==> config.mk <==
export PLATFORM = sky130hd
export DESIGN_NAME = id_queue_decoder
export DESIGN_NICKNAME = d
export VERILOG_FILES = /design/src/rtl/id_queue_decoder_pkg.sv /design/src/rtl/id_queue_decoder_lane.sv /design/src/rtl/id_queue_decoder.sv
export SDC_FILE = /design/constraint.sdc
export NUM_CORES = 2
export LEC_CHECK = 0
export BUFFER_PORTS_ARGS = -buffer_cell sky130_fd_sc_hd__buf_4
export CORE_AREA = 2 2 259 261
export DETAILED_ROUTE_END_ITERATION = 10
export DIE_AREA = 0 0 261 263
export PLACE_DENSITY = 0.79
export SLEW_MARGIN = 10
export SYNTH_ARGS = -nofsm -noshare
export SYNTH_HDL_FRONTEND = slang
export SYNTH_SLANG_ARGS = --single-unit
==> constraint.sdc <==
create_clock -name clk_i -period 5.8 [get_ports clk_i]
set_input_delay 0.29 -clock clk_i [delete_from_list [all_inputs] [get_ports clk_i]]
set_output_delay 0.29 -clock clk_i [all_outputs]
set_load 0.005 [all_outputs]
==> src/rtl/id_queue_decoder_pkg.sv <==
// Shared types, constants and immediate helper for the multi-lane decode queue.
package id_queue_decoder_pkg;

  localparam int ADDR_LEN = 32;
  localparam int ILEN     = 32;

  localparam logic [6:0] OP_LUI    = 7'b0110111;
  localparam logic [6:0] OP_AUIPC  = 7'b0010111;
  localparam logic [6:0] OP_JAL    = 7'b1101111;
  localparam logic [6:0] OP_JALR   = 7'b1100111;
  localparam logic [6:0] OP_BRANCH = 7'b1100011;
  localparam logic [6:0] OP_LOAD   = 7'b0000011;
  localparam logic [6:0] OP_STORE  = 7'b0100011;
  localparam logic [6:0] OP_IMM    = 7'b0010011;
  localparam logic [6:0] OP_REG    = 7'b0110011;

  typedef enum logic [2:0] {
    IMM_NONE, IMM_I, IMM_S, IMM_B, IMM_U, IMM_J
  } imm_type_e;

  typedef enum logic [1:0] {
    SRC_A_RS1, SRC_A_PC, SRC_A_ZERO
  } src_a_e;

  typedef enum logic [1:0] {
    SRC_B_RS2, SRC_B_IMM, SRC_B_FOUR
  } src_b_e;

  typedef enum logic [3:0] {
    ALU_ADD, ALU_SUB, ALU_SLL, ALU_SLT, ALU_SLTU,
    ALU_XOR, ALU_SRL, ALU_SRA, ALU_OR, ALU_AND
  } alu_op_e;

  typedef enum logic [2:0] {
    RS_ALU, RS_LDST, RS_BRANCH, RS_MUL, RS_DIV
  } rs_ent_e;

  typedef enum logic [1:0] {
    DM_NONE, DM_LOAD, DM_LOADU, DM_STORE
  } dmem_type_e;

  typedef enum logic [1:0] {
    MD_MUL, MD_DIV, MD_REM
  } md_op_e;

  typedef enum logic {
    MD_OUT_LO, MD_OUT_HI
  } md_out_e;

  typedef struct packed {
    imm_type_e   imm_type;
    logic [31:0] imm;
    logic [4:0]  rs1;
    logic [4:0]  rs2;
    logic [4:0]  rd;
    src_a_e      src_a_sel;
    src_b_e      src_b_sel;
    logic        wr_reg;
    logic        uses_rs1;
    logic        uses_rs2;
    logic        illegal_instruction;
    alu_op_e     alu_op;
    rs_ent_e     rs_ent;
    logic [1:0]  dmem_size;
    dmem_type_e  dmem_type;
    md_op_e      md_req_op;
    logic        md_req_in_1_signed;
    logic        md_req_in_2_signed;
    md_out_e     md_req_out_sel;
  } dec_bundle_t;

  localparam int DEC_BUNDLE_WIDTH = $bits(dec_bundle_t);

  typedef struct packed {
    logic [ADDR_LEN-1:0] pc;
    logic [ILEN-1:0]     inst;
  } q_ent_t;

  function automatic logic [31:0] imm_decode(
    input logic [31:7] inst,
    input imm_type_e   t
  );
    logic [31:0] imm;
    case (t)
      IMM_I: imm = {{20{inst[31]}}, inst[31:20]};
      IMM_S: imm = {{20{inst[31]}}, inst[31:25], inst[11:7]};
      IMM_B: imm = {{19{inst[31]}}, inst[31], inst[7],
                    inst[30:25], inst[11:8], 1'b0};
      IMM_U: imm = {inst[31:12], 12'b0};
      IMM_J: imm = {{11{inst[31]}}, inst[31], inst[19:12],
                    inst[20], inst[30:21], 1'b0};
      default: imm = '0;
    endcase
    return imm;
  endfunction

  function automatic alu_op_e alu_from_f3(
    input logic [2:0] f3,
    input logic       alt
  );
    alu_op_e op;
    case (f3)
      3'd0:    op = alt ? ALU_SUB : ALU_ADD;
      3'd1:    op = ALU_SLL;
      3'd2:    op = ALU_SLT;
      3'd3:    op = ALU_SLTU;
      3'd4:    op = ALU_XOR;
      3'd5:    op = alt ? ALU_SRA : ALU_SRL;
      3'd6:    op = ALU_OR;
      default: op = ALU_AND;
    endcase
    return op;
  endfunction

endpackage

==> src/rtl/id_queue_decoder_lane.sv <==
// One decode lane: RV32IM decoder plus immediate generation, packed
// into a single bundle. Purely combinational.
module id_queue_decoder_lane
  import id_queue_decoder_pkg::*;
(
  input  logic [ILEN-1:0] inst_i,
  output dec_bundle_t     dec_o
);

  logic [6:0] opc;
  logic [2:0] f3;
  logic [6:0] f7;
  dec_bundle_t d;

  assign opc = inst_i[6:0];
  assign f3  = inst_i[14:12];
  assign f7  = inst_i[31:25];

  always_comb begin
    d = '0;
    d.rs1            = inst_i[19:15];
    d.rs2            = inst_i[24:20];
    d.rd             = inst_i[11:7];
    d.imm_type       = IMM_NONE;
    d.src_a_sel      = SRC_A_RS1;
    d.src_b_sel      = SRC_B_IMM;
    d.alu_op         = ALU_ADD;
    d.rs_ent         = RS_ALU;
    d.dmem_type      = DM_NONE;
    d.md_req_op      = MD_MUL;
    d.md_req_out_sel = MD_OUT_LO;
    unique case (1'b1)
      (opc == OP_LUI): begin
        d.imm_type  = IMM_U;
        d.wr_reg    = 1'b1;
        d.src_a_sel = SRC_A_ZERO;
      end
      (opc == OP_AUIPC): begin
        d.imm_type  = IMM_U;
        d.wr_reg    = 1'b1;
        d.src_a_sel = SRC_A_PC;
      end
      (opc == OP_JAL): begin
        d.imm_type  = IMM_J;
        d.wr_reg    = 1'b1;
        d.src_a_sel = SRC_A_PC;
        d.src_b_sel = SRC_B_FOUR;
        d.rs_ent    = RS_BRANCH;
      end
      (opc == OP_JALR): begin
        d.imm_type  = IMM_I;
        d.wr_reg    = 1'b1;
        d.uses_rs1  = 1'b1;
        d.src_a_sel = SRC_A_PC;
        d.src_b_sel = SRC_B_FOUR;
        d.rs_ent    = RS_BRANCH;
        d.illegal_instruction = (f3 != 3'd0);
      end
      (opc == OP_BRANCH): begin
        d.imm_type  = IMM_B;
        d.uses_rs1  = 1'b1;
        d.uses_rs2  = 1'b1;
        d.src_b_sel = SRC_B_RS2;
        d.rs_ent    = RS_BRANCH;
        d.alu_op    = !f3[2] ? ALU_SUB :
                      (f3[1] ? ALU_SLTU : ALU_SLT);
        d.illegal_instruction = (f3[2:1] == 2'b01);
      end
      (opc == OP_LOAD): begin
        d.imm_type  = IMM_I;
        d.wr_reg    = 1'b1;
        d.uses_rs1  = 1'b1;
        d.rs_ent    = RS_LDST;
        d.dmem_size = f3[1:0];
        d.dmem_type = f3[2] ? DM_LOADU : DM_LOAD;
        d.illegal_instruction = (f3 == 3'd3) ||
                                (f3[2:1] == 2'b11);
      end
      (opc == OP_STORE): begin
        d.imm_type  = IMM_S;
        d.uses_rs1  = 1'b1;
        d.uses_rs2  = 1'b1;
        d.rs_ent    = RS_LDST;
        d.dmem_size = f3[1:0];
        d.dmem_type = DM_STORE;
        d.illegal_instruction = f3[2] || (f3[1:0] == 2'b11);
      end
      (opc == OP_IMM): begin
        d.imm_type = IMM_I;
        d.wr_reg   = 1'b1;
        d.uses_rs1 = 1'b1;
        d.alu_op   = alu_from_f3(f3, (f3 == 3'd5) && inst_i[30]);
        d.illegal_instruction =
          ((f3 == 3'd1) && (f7 != 7'h00)) ||
          ((f3 == 3'd5) && (f7 != 7'h00) && (f7 != 7'h20));
      end
      (opc == OP_REG): begin
        d.wr_reg    = 1'b1;
        d.uses_rs1  = 1'b1;
        d.uses_rs2  = 1'b1;
        d.src_b_sel = SRC_B_RS2;
        unique case (1'b1)
          (f7 == 7'h00): d.alu_op = alu_from_f3(f3, 1'b0);
          (f7 == 7'h20) && ((f3 == 3'd0) || (f3 == 3'd5)):
            d.alu_op = alu_from_f3(f3, 1'b1);
          (f7 == 7'h01): begin
            d.rs_ent    = f3[2] ? RS_DIV : RS_MUL;
            d.md_req_op = !f3[2] ? MD_MUL :
                          (f3[1] ? MD_REM : MD_DIV);
            d.md_req_out_sel = (!f3[2] && (f3[1:0] != 2'b00)) ?
                               MD_OUT_HI : MD_OUT_LO;
            d.md_req_in_1_signed = f3[2] ? !f3[0] :
                                   (f3[1:0] != 2'b11);
            d.md_req_in_2_signed = f3[2] ? !f3[0] : !f3[1];
          end
          default: d.illegal_instruction = 1'b1;
        endcase
      end
      default: d.illegal_instruction = 1'b1;
    endcase
    // Illegal ops must not claim registers or carry a stray immediate.
    if (d.illegal_instruction) begin
      d.imm_type = IMM_NONE;
      d.wr_reg   = 1'b0;
      d.uses_rs1 = 1'b0;
      d.uses_rs2 = 1'b0;
    end
    d.imm = imm_decode(inst_i[31:7], d.imm_type);
  end

  assign dec_o = d;

endmodule

==> src/rtl/id_queue_decoder.sv <==
// Multi-lane decode stage: circular instruction queue fed by fetch,
// DECODE_WIDTH head entries decoded and registered toward dispatch.
module id_queue_decoder
  import id_queue_decoder_pkg::*;
#(
  parameter int FETCH_WIDTH  = 2,
  parameter int DECODE_WIDTH = 2,
  parameter int DEPTH        = 8
) (
  input  logic                                   clk_i,
  input  logic                                   reset_i,
  input  logic [FETCH_WIDTH-1:0]                 in_valid_i,
  input  logic [FETCH_WIDTH*ILEN-1:0]            in_inst_i,
  input  logic [FETCH_WIDTH*ADDR_LEN-1:0]        in_pc_i,
  output logic                                   in_ready_o,
  input  logic                                   stall_DP,
  input  logic                                   kill_ID,
  output logic [DECODE_WIDTH-1:0]                out_valid_o,
  output logic [DECODE_WIDTH*ADDR_LEN-1:0]       out_pc_o,
  output logic [DECODE_WIDTH*DEC_BUNDLE_WIDTH-1:0] out_dec_o,
  output logic [$clog2(DEPTH):0]                 count_o
);

  localparam int PW = $clog2(DEPTH);
  localparam int CW = PW + 1;
  localparam int OPW = DECODE_WIDTH * ADDR_LEN;
  localparam int ODW = DECODE_WIDTH * DEC_BUNDLE_WIDTH;

  logic [PW-1:0]  head_q, head_d;
  logic [PW-1:0]  tail_q, tail_d;
  logic [CW-1:0]  count_q, count_d;
  q_ent_t         mem_q [DEPTH];
  q_ent_t         mem_d [DEPTH];

  logic [DECODE_WIDTH-1:0] out_valid_q, out_valid_d;
  logic [OPW-1:0]          out_pc_q, out_pc_d;
  logic [ODW-1:0]          out_dec_q, out_dec_d;

  logic           push_en;
  logic [CW-1:0]  n_push;
  logic [CW-1:0]  n_pop;

  logic [ADDR_LEN-1:0] lane_pc  [DECODE_WIDTH];
  dec_bundle_t         lane_dec [DECODE_WIDTH];

  assign in_ready_o = (CW'(DEPTH) - count_q) >= CW'(FETCH_WIDTH);
  assign push_en    = in_ready_o && in_valid_i[0] && !kill_ID;

  // Only the leading run of valid lanes is accepted.
  always_comb begin
    n_push = '0;
    for (int k = 0; k < FETCH_WIDTH; k++) begin
      if (push_en && in_valid_i[k] && (n_push == CW'(k)))
        n_push = CW'(k + 1);
    end
  end

  always_comb begin
    n_pop = (count_q < CW'(DECODE_WIDTH)) ?
            count_q : CW'(DECODE_WIDTH);
    if (stall_DP || kill_ID)
      n_pop = '0;
  end

  always_comb begin
    mem_d = mem_q;
    for (int k = 0; k < FETCH_WIDTH; k++) begin
      if (CW'(k) < n_push) begin
        mem_d[tail_q + PW'(k)] = '{
          pc:   in_pc_i[k*ADDR_LEN +: ADDR_LEN],
          inst: in_inst_i[k*ILEN +: ILEN]
        };
      end
    end
  end

  always_comb begin
    head_d  = head_q + PW'(n_pop);
    tail_d  = tail_q + PW'(n_push);
    count_d = count_q + n_push - n_pop;
    if (kill_ID) begin
      head_d  = '0;
      tail_d  = '0;
      count_d = '0;
    end
  end

  for (genvar j = 0; j < DECODE_WIDTH; j++) begin : g_lane
    q_ent_t ent;
    assign ent        = mem_q[head_q + PW'(j)];
    assign lane_pc[j] = ent.pc;
    id_queue_decoder_lane u_decode_lane (
      .inst_i (ent.inst),
      .dec_o  (lane_dec[j])
    );
  end

  always_comb begin
    out_valid_d = out_valid_q;
    out_pc_d    = out_pc_q;
    out_dec_d   = out_dec_q;
    if (kill_ID) begin
      out_valid_d = '0;
      out_pc_d    = '0;
      out_dec_d   = '0;
    end else if (!stall_DP) begin
      for (int j = 0; j < DECODE_WIDTH; j++) begin
        out_valid_d[j] = CW'(j) < n_pop;
        out_pc_d[j*ADDR_LEN +: ADDR_LEN] = lane_pc[j];
        out_dec_d[j*DEC_BUNDLE_WIDTH +: DEC_BUNDLE_WIDTH] = lane_dec[j];
      end
    end
  end

  always_ff @(posedge clk_i) begin
    if (reset_i) begin
      head_q      <= '0;
      tail_q      <= '0;
      count_q     <= '0;
      out_valid_q <= '0;
      out_pc_q    <= '0;
      out_dec_q   <= '0;
    end else begin
      head_q      <= head_d;
      tail_q      <= tail_d;
      count_q     <= count_d;
      out_valid_q <= out_valid_d;
      out_pc_q    <= out_pc_d;
      out_dec_q   <= out_dec_d;
    end
  end

  // Storage needs no reset: occupancy alone decides what is live.
  always_ff @(posedge clk_i) begin
    mem_q <= mem_d;
  end

  assign out_valid_o = out_valid_q;
  assign out_pc_o    = out_pc_q;
  assign out_dec_o   = out_dec_q;
  assign count_o     = count_q;

endmodule

==> summary.md <==
| Metric | Value |
|---|---|
| Run status | complete, no violations |
| Starting Density | 0.596 |
| IO Port Bufs | 352 |
| Clock Tree Root | clkbuf_16 |
| CP endpoint kind | flop |
| Netlist Area Pre-Place | 39100 µm² |
| Final min period | 5.08 ns |
| Fin util | 0.691 |
| Via Count | 34.2k |
| RSZ-0062 raised after global routing | no |
| Worst path arrival time | 5.66 ns |
| Slew margin rel. | 0.167 |
| Hold WS | 0.0152 ns |
| PnR Total Power | 15.6 mW |
| Max-cap violation count | 0 |
| Period utilisation layout | 0.876 |
| Gpl congestion | 0.972 |
| WL/cell | 23.5 µm |
| Gr usage total | 0.355 |
| Antenna violations before repair | 19 |
| VDD IR max | 0.000255 V |
| H-tree levels | 3 |
| CTS tree | built |
| Power per cell area | 343 nW/µm² |
| Die area | 68600 µm² |
| CP max stage cell | dfxtp_4 |
| Largest net degree at the start of global routing | 202 |
| Worst Hold Class | primary input to flop |
| Layout cell share with drive strength beyond 1 | 0.185 |
| Setup violations, final | 0 |
| Worst hold path startpoint | in_inst_i[3] |
| Seq/Total Area, Yosys | 0.377 |
| DR pass1 iterations | 7 |
| Max Fanout on Critical Path | 48 |
| First-pass GRT wire length | 191000 µm |
| Post-synth top flop | dfxtp_1 |
| Drc violations | 0 |
| Max stage delay on crit path | 0.87 ns |
| Reg2reg end | out_dec_o[141] |
| Clock Sinks | 736 |
| Synth Register Bits | 736 |
| R2R setup slack | 0.72 ns |
| Hold Path Sink | mem_q[451] |
| Area of the core | 65600 µm² |
| DP HPWL | 77400 µm |
| Resized cells post-CTS | 0 |
| Syn Nets | 4433 |
| Hold depth | 3 |
| Layout area overhead | 16.0% |
| Num CTS Buffers | 78 |
| Avg Cell Area, Syn | 9.13 µm² |
| Synthesized instance count | 4284 |
| Vias in the first global route | 32.6k |
| Die X | 261 µm |
| FFs w/ async S/R, synth | 0 |
| Final slew viol count | 0 |
| TNS Setup | 0 ns |
| CP Class | flop to flop |
| Num ports | 353 |
| Worst r2r src | head_q[1] |
| Iter 0 DRT Violations | 4109 |
| Worst path cell trace | ha_4 -> xor2_4 -> buf_4 -> mux4_2 -> mux2i_1 -> nand2b_1 -> a211oi_1 -> or4_4 -> nand4b_1 -> nand2_1 -> a22o_1 |
| Element type at the critical path start | flop |
| Final Cell Area | 45300 µm² |
| Core Rows | 94 |
| Static leakage | 18.4 nW |
| Die H | 263 µm |
| Reg2Reg Depth | 11 |
| Maximum clock insertion buffer count | 3 |
| Remaining Overflow, GRT | 0 |
| Routed Antenna Nets | 0 |
| Final net count | 4552 |
| Clk slew on worst S/H paths | 0.07 ns |
| Setup Skew | 0.0323 ns |
| Vias per cell | 6.41 |
| Final hold vios | 0 |
| F_max | 0.197 GHz |
| YS warnings | 0 |
| Overall routed net length | 125000 µm |
| Number of flops mapped to enable cells by yosys | 0 |
| Synth unique cells | 82 |
| Req. time, crit path | 6.39 ns |
| Worst Tran Pin Value | 1.22 ns |
| DP Area | 41500 µm² |
| Clk_lat worst skew | 0.65 ns |
-- layout by cell type, fill, tap and decap left out, types with 26 or more instances in the layout --
| master | n |
|---|---|
| a21oi_1 | 488 |
| buf_4 | 382 |
| clkbuf_16 | 80 |
| dfxtp_1 | 733 |
| dlygate4sd3_1 | 109 |
| inv_1 | 26 |
| mux2i_1 | 589 |
| mux4_2 | 244 |
| nand2_1 | 569 |
| nor2_1 | 453 |
| nor3_1 | 34 |
| o21ai_0 | 312 |
-- sequential cells by signal, indices dropped and copies added, names as in the netlist --
register	cells
count_o	4
head_q	3
mem_q	512
out_dec_o	148
out_pc_o	64
out_valid_o	2
tail_q	3
-- critical path, delay by kind of cell (launching register included) --
family          cells  cell delay, ns
compound gates      2            0.49
xor+xnor            1            0.54
fa+ha+maj           1            0.28
buf+inv             1            0.52
flops               1            0.87
mux                 2            1.03
simple gates        4            1.27
-- cells by family (layout without fill, tap and decap cells) --
logic type | Yosys count | count (layout) | share of synthesized area
compound gates | 955 | 955 | 0.133
xor+xnor | 18 | 18 | 0.00442
fa+ha+maj | 15 | 15 | 0.00557
buf+inv | 498 | 678 | 0.0528
flops | 736 | 736 | 0.377
mux | 855 | 855 | 0.298
other cells | 0 | 12 | 0
simple gates | 1207 | 1207 | 0.129
-- cells in the mapped netlist (all sizes together) (8+ instances only) --
master / n / area, µm²
clkbuf: 327 / 1230
mux2i: 590 / 5920
nand3b: 11 / 82.6
nor4: 10 / 83.8
o21a: 11 / 82.6
and2: 17 / 106
dfxtp: 736 / 14700
mux4: 244 / 5500
a31oi: 12 / 75.1
nor2b: 12 / 75.1
nand2: 569 / 2140
a22oi: 13 / 97.6
nand3: 23 / 120
o211ai: 9 / 67.6
a22o: 21 / 184
nand2b: 15 / 93.8
mux2: 21 / 236
a21oi: 489 / 2450
a221oi: 9 / 78.8
nor3: 39 / 195
or3: 9 / 56.3
nor2: 454 / 1700
o21ai: 324 / 1620
nor3b: 8 / 65.1
inv: 30 / 113
nand4: 13 / 81.3
buf: 141 / 721
o22ai: 9 / 56.3
ha: 11 / 138
xor2: 11 / 104
-- where the power goes --
part,internal [mW],switching (mW),total [mW],leakage (nW)
Clock,3.06,2.19,5.25,1.31
Sequential,5.84,0.667,6.51,6.02
Combinational,1.80,2.00,3.80,11.0
Total,10.7,4.86,15.6,18.4
-- metal layers --
layer / vias up / share of wire / track usage / routed length (µm)
li1: 15500 / - / - / -
met1: 16400 / 0.39 / 0.474 / 49300
met2: 1998 / 0.45 / 0.549 / 56800
met3: 327 / 0.12 / 0.0946 / 15100
met4: 16 / 0.032 / 0.138 / 4030
met5: - / 0.00081 / 0 / 102
-- layout make-up --
cell class | count | area, µm²
repair buffers | 507 | 4270
clock buffers | 108 | 2220
well taps | 864 | 1080
multi-input cells | 3050 | 22400
clock inverters | 33 | 464
fillers | 4913 | 20300
diodes | 12 | 30.0
inverters | 30 | 118
flip-flops and latches | 736 | 14700
-- worst max-delay path by stage --
stage / start / endpoint / depth (start not counted)
after floorplan: head_q[0] / out_dec_o[134] / 10
after global placement: head_q[1] / out_dec_o[133] / 11
after detailed placement: head_q[1] / out_dec_o[141] / 11
after CTS: head_q[1] / out_dec_o[141] / 11
after global routing: head_q[1] / out_dec_o[139] / 11
final: head_q[1] / out_dec_o[141] / 11
-- per-stage QoR --
| stage | setup slack (ns) | instances |
|---|---|---|
| after floorplan | 2.47 | 4284 |
| after global placement | 1.03 | 5078 |
| after detailed placement | 0.949 | 5078 |
| after CTS | 0.934 | 5328 |
| after global routing | 0.443 | 5337 |
| final | 0.720 | 5340 |
-- repair_timing --
item	in CTS	in global routing
buffers inserted	0	0
endpoints found under the hold margin	495	0
hold buffers	109	0
Note: power is estimated with default switching activity, not from simulation.
